### config.mk
export PLATFORM = sky130hd
export DESIGN_NAME = rca_share_seq
export DESIGN_NICKNAME = d
export VERILOG_FILES = /design/src/rtl/rca_share_seq.sv
export SDC_FILE = /design/constraint.sdc
export NUM_CORES = 1
export LEC_CHECK = 0
export ABC_AREA = 1
export BUFFER_PORTS_ARGS = -buffer_cell sky130_fd_sc_hd__buf_2
export CELL_PAD_IN_SITES_DETAIL_PLACEMENT = 1
export CELL_PAD_IN_SITES_GLOBAL_PLACEMENT = 1
export CORE_UTILIZATION = 37
export DETAILED_ROUTE_END_ITERATION = 12
export PLACE_DENSITY = 0.82
export REMOVE_ABC_BUFFERS = 1
export SLEW_MARGIN = 10
export SYNTH_ARGS = -nofsm -noshare
export SYNTH_HDL_FRONTEND = slang
export SYNTH_SLANG_ARGS = --single-unit
### constraint.sdc
create_clock -name clk -period 3.1 [get_ports clk]
set_input_delay 0.62 -clock clk [delete_from_list [all_inputs] [get_ports clk]]
set_output_delay 0.62 -clock clk [all_outputs]
set_load 0.01 [all_outputs]
### src/rtl/rca_share_seq.sv
// Two-requester arbiter around one shared 4-bit ripple-carry adder.
// Each WIDTH-bit add is sequenced LSB nibble first, carry held in a register.
module rca_share_seq #(
  parameter int unsigned WIDTH = 16
) (
  input  logic             clk,
  input  logic             rst_n,
  input  logic             req0_valid,
  output logic             req0_ready,
  input  logic [WIDTH-1:0] req0_a,
  input  logic [WIDTH-1:0] req0_b,
  input  logic             req0_cin,
  input  logic             req1_valid,
  output logic             req1_ready,
  input  logic [WIDTH-1:0] req1_a,
  input  logic [WIDTH-1:0] req1_b,
  input  logic             req1_cin,
  output logic             res_valid,
  input  logic             res_ready,
  output logic [WIDTH-1:0] res_sum,
  output logic             res_cout,
  output logic             res_id,
  output logic             busy
);

  localparam int unsigned NIBBLES = WIDTH / 4;
  localparam int unsigned CW      = (NIBBLES > 1) ? $clog2(NIBBLES) : 1;

  typedef enum logic [1:0] {IDLE, RUN, DONE} state_e;

  state_e           state_q;
  logic [WIDTH-1:0] a_q;
  logic [WIDTH-1:0] b_q;
  logic [WIDTH-1:0] sum_q;
  logic             carry_q;
  logic             cout_q;
  logic             id_q;
  logic             valid_q;
  logic             last_grant_q;
  logic [CW-1:0]    cnt_q;
  logic             grant1;
  logic [4:0]       nib_add;

  // Round-robin: requester 1 wins if alone, or on a tie when 0 had the last grant.
  assign grant1     = req1_valid & (~req0_valid | ~last_grant_q);
  assign req0_ready = rst_n & (state_q == IDLE) & req0_valid & ~grant1;
  assign req1_ready = rst_n & (state_q == IDLE) & grant1;

  // Operands are shifted right each pass, so the active nibble is always [3:0].
  assign nib_add = 5'(a_q[3:0]) + 5'(b_q[3:0]) + 5'(carry_q);

  assign res_valid = valid_q;
  assign res_sum   = sum_q;
  assign res_cout  = cout_q;
  assign res_id    = id_q;
  assign busy      = (state_q != IDLE);

  always_ff @(posedge clk) begin
    if (!rst_n) begin
      state_q      <= IDLE;
      a_q          <= '0;
      b_q          <= '0;
      sum_q        <= '0;
      carry_q      <= 1'b0;
      cout_q       <= 1'b0;
      id_q         <= 1'b0;
      valid_q      <= 1'b0;
      last_grant_q <= 1'b1;
      cnt_q        <= '0;
    end else begin
      case (state_q)
        IDLE: begin
          if (req0_ready | req1_ready) begin
            a_q          <= req1_ready ? req1_a   : req0_a;
            b_q          <= req1_ready ? req1_b   : req0_b;
            carry_q      <= req1_ready ? req1_cin : req0_cin;
            id_q         <= req1_ready;
            last_grant_q <= req1_ready;
            cnt_q        <= '0;
            state_q      <= RUN;
          end
        end
        RUN: begin
          a_q     <= a_q >> 4;
          b_q     <= b_q >> 4;
          carry_q <= nib_add[4];
          // New nibble enters at the top; after NIBBLES passes it lands in place.
          sum_q   <= (sum_q >> 4) | (WIDTH'(nib_add[3:0]) << (WIDTH - 4));
          cnt_q   <= cnt_q + CW'(1);
          if (cnt_q == CW'(NIBBLES - 1)) begin
            cout_q  <= nib_add[4];
            valid_q <= 1'b1;
            state_q <= DONE;
          end
        end
        DONE: begin
          if (res_ready) begin
            valid_q <= 1'b0;
            state_q <= IDLE;
          end
        end
        default: state_q <= IDLE;
      endcase
    end
  end

endmodule

==> flow_results.org <==
** Detailed routing
- Post-DR wirelength/cell :: 12.8 um
- DR iter-0 viols :: 69
- Total number of vias :: 3220
- The count of nets left with antenna violations once routing finished came out at 0.
- For this run, design rule violations remaining after detail routing come to 0.
- Routed wire length :: 8580 um
- The first detailed-routing pass ran for 4 iterations.
- Via density per instance :: 4.81

** Finish
- The number of antenna diodes in the final layout is 0.
- Total of fill cells in the finished design :: 1134
- Final net count :: 641
- Cells with a size suffix above 1 make up 21.5% of the layout.
- Final core area utilization :: 47.6%
- Area overhead of the layout relative to synthesis :: 22.9%
- In the final layout, the multi-input gates occupy 1410 um^2.
- Registers take 1140 um^2.

** Yosys
- Number of library cell types mapped by synthesis :: 24
- Largest family of logic cells by synthesized area :: simple AND/OR/NAND/NOR gates
- Summed over all instances, the cell type with the most area after synthesis is dfxtp_1.
- Averaged over all synthesized cells, the footprint is 6.35 um^2.
- Synthesis inferred 57 register bits.
- Post-synthesis mux area share :: 0%
- Sequential elements use 37.7% of the synthesized area.
- Most common cell in the netlist :: nand2_1
- Summing the areas of all compound-gate instances in the mapped netlist gives 6.70% of the synthesized area.
- The synthesized netlist devotes 2.98% of its cell area to adder and majority cells.
- Yosys attributes the largest share of cell area to dfxtp_1 38%, nand2_1 18%, inv_1 11%.
- Number of enable flip-flop cells after synthesis :: 0
- Of the total synthesized cell area, the portion taken by AND, OR, NAND and NOR gates is 36.7%.
- After synthesis the cells add up to 3020 um^2.
- Dominant register cell in the synthesized netlist :: dfxtp_1
- For this run, the number of Yosys warnings is 0.
- Post-synthesis async set-or-reset flop share :: 0%
- Synthesis handed over a netlist of 476 instances.
- Of the post-synthesis cell area, the dominant cell type holds 37.7%.
- Summing the areas of all xor and xnor instances in the mapped netlist gives 0.290% of the synthesized area.
- The commonest cells after synthesis are 149 x nand2_1, 92 x inv_1, 57 x dfxtp_1.

** Global routing
- Global-route wire length before repair :: 14000 um
- GRT Util Overall :: 21.0%
- The number of global-route vias before repair was 3074.
- Entering global routing, the biggest net connects 47 pins.
- Antenna violations before repair :: 0
- Summed over all layers, the global routing overflow is 0.

** Worst setup path
- By startpoint and endpoint, the worst setup path is classified as input port to primary output.
- The worst setup path is launched from an input port.
- Worst Path Arrival :: 1.62 ns
- Max Fanout on Critical Path :: 13
- The worst setup path is captured at a primary output.
- Critical path data required time :: 2.48 ns

** Timing
- After routing, the total negative slack on setup checks comes to 0 ns.
- Maximum clock skew at final layout :: 0.00950 ns
- Setup violations remaining at the end of the flow were counted as 0.
- At the pin with the least slew margin, the transition time is 0.604 ns.
- After layout, the worst path uses 72.2% of the clock period.
- Fmax achieved :: 0.447 GHz
- Setup WS post-layout :: 0.863 ns
- The final count of pins violating max slew is 0.
- Unrepaired setup endpoints after global routing :: no
- Shortest period the worst path allows :: 2.24 ns
- Final hold viol count :: 0
- Headroom to the max-slew limit came out at 59.6%.

** CTS
- Clk pin slew, worst setup/hold paths :: 0.06 ns
- In this run the post-CTS setup repair buffer count came out at 0.
- CTS H-tree lvls :: 3
- TritonCTS built the clock tree.
- Counting along the longest clock path gives a buffer depth of 2.
- CTS saw 57 sinks.
- Later-pin clock latency in the skew report :: 0.33 ns
- Once the clock tree was built, the resizer swapped 0 gates to a different size.
- Buffer type at the clock tree root :: clkbuf_8
- Inserted Clock Buffers :: 9
- For this design, the CTS-stage hold fixing added 0 buffers.

** Pwr
- Power share of the clock group :: 33.7%
- Max IR drop VDD :: 0.178 mV
- The analysis attributes to net switching a power of 0.530 mW.
- Power spread over the standard cell area amounts to 472 nW/um^2.
- Fraction of power spent switching nets :: 30.2%
- Internal Power :: 1.22 mW
- Combinational share of power :: 19.8%
- Relative contribution of sequential cells to total power :: 46.5%
- For this design the static power due to leakage is 2.08 nW.

** Placement
- After legalization and detailed placement, the total HPWL measured 6270 um.
- Final estimated routing congestion in global placement :: 0.744
- Timing analysis after detailed placement gives a worst setup slack of 0.863 ns.
- Count of input and output buffers :: 92

** Die
- From left edge to right edge, the die measures 92.4 um.
- The die is 92.4 um tall.
- Effective utilization at floorplan :: 38.7%
- During I/O placement, the number of pins put on the boundary was 93.
- Total die area :: 8540 um^2
- Number of core rows :: 32
- The floorplan step defined a core boundary enclosing 7810 um^2.

** Worst hold path
- Hold/Removal Path Class :: flop to flop

** Flow run
- The tool flagged a number of max-cap violations equal to 0.

** Run status
- The flow ran to the end, and the final reports show no timing, DRC or antenna violations.
==> through the flow <==
step / total power, mW / instances / instance area, um^2 / hold slack (ns)
after floorplan: 1.04 / 453 / 2910 / 0.426
after global placement: 1.17 / 655 / 3550 / 0.434
after detailed placement: 1.18 / 655 / 3550 / 0.447
after CTS: 1.78 / 670 / 3720 / 0.460
after global routing: 1.86 / 670 / 3720 / 0.472
final: 1.75 / 670 / 3720 / 0.455
==> flip-flops by register name (all words and copies together), names as in the netlist <==
signal and count:
b_q 16, res_cout 1, res_id 1, a_q 16, last_grant_q 1, state_q 2, carry_q 1, res_sum 16
cnt_q 2, res_valid 1
==> placed cells by master (no fill, tap or decap) <==
| master | instances |
|---|---|
| o31ai_1 | 1 |
| nand2_1 | 149 |
| xor2_1 | 1 |
| dfxtp_1 | 57 |
| nand4_1 | 17 |
| inv_2 | 2 |
| nor2_1 | 34 |
| clkbuf_1 | 2 |
| o21ai_0 | 14 |
| buf_4 | 8 |
| nor2_2 | 1 |
| fa_1 | 2 |
| a31oi_1 | 1 |
| nor3_1 | 3 |
| ha_1 | 4 |
| o22ai_1 | 10 |
| nor2_4 | 1 |
| clkbuf_8 | 10 |
| a21oi_4 | 1 |
| clkinvlp_4 | 1 |
| a21oi_1 | 8 |
| clkinv_2 | 2 |
| buf_2 | 92 |
| nand3_1 | 51 |
| inv_1 | 92 |
| nand2_2 | 3 |
| nand3_2 | 1 |
==> worst max-delay path: stages <==
cell     delay [ns]
buf_2          0.23
nand2_1        0.18
nor2_4         0.37
buf_2          0.21
==> final timing paths <==
| path | end | depth (start not counted) | from | slack [ns] |
|---|---|---|---|---|
| max | req1_ready | 4 | rst_n | 0.86 |
| min reg2reg | b_q[3] | 2 | b_q[7] | 0.45 |
| max reg2reg | res_sum[12] | 6 | state_q[1] | 0.90 |
| min | b_q[3] | 2 | b_q[7] | 0.45 |
==> area by class of cell <==
type,instances,share of cell area [%]
multi-input combinational,302,38.0
sequential,57,30.7
timing repair buffer,100,14.0
inverter,94,9.49
clock buffer,12,3.91
tap,102,3.43
clock inverter,3,0.471
==> power groups by stage <==
stage	Clock [mW]	Sequential, mW	Combinational (mW)
6_report	0.591	0.816	0.348
5_1_grt	0.634	0.822	0.401
4_1_cts	0.609	0.816	0.355
3_5_place_dp	0	0.832	0.350
3_3_place_gp	0	0.829	0.337
2_1_floorplan	0	0.828	0.213
==> metal layers <==
metal | global-route usage, % | vias up | wire length (um)
li1 | - | 1637 | -
met1 | 23.7 | 1481 | 3670
met2 | 37.5 | 85 | 4260
met3 | 4.11 | 17 | 404
met4 | 10.5 | 0 | 242
met5 | 0 | - | 0
==> cells by family after synthesis <==
group	count (synthesis)
simple gates	260
buf+inv	117
flops	57
compound gates	35
fa+ha+maj	6
xor+xnor	1
(Power assumes the default switching activity.)
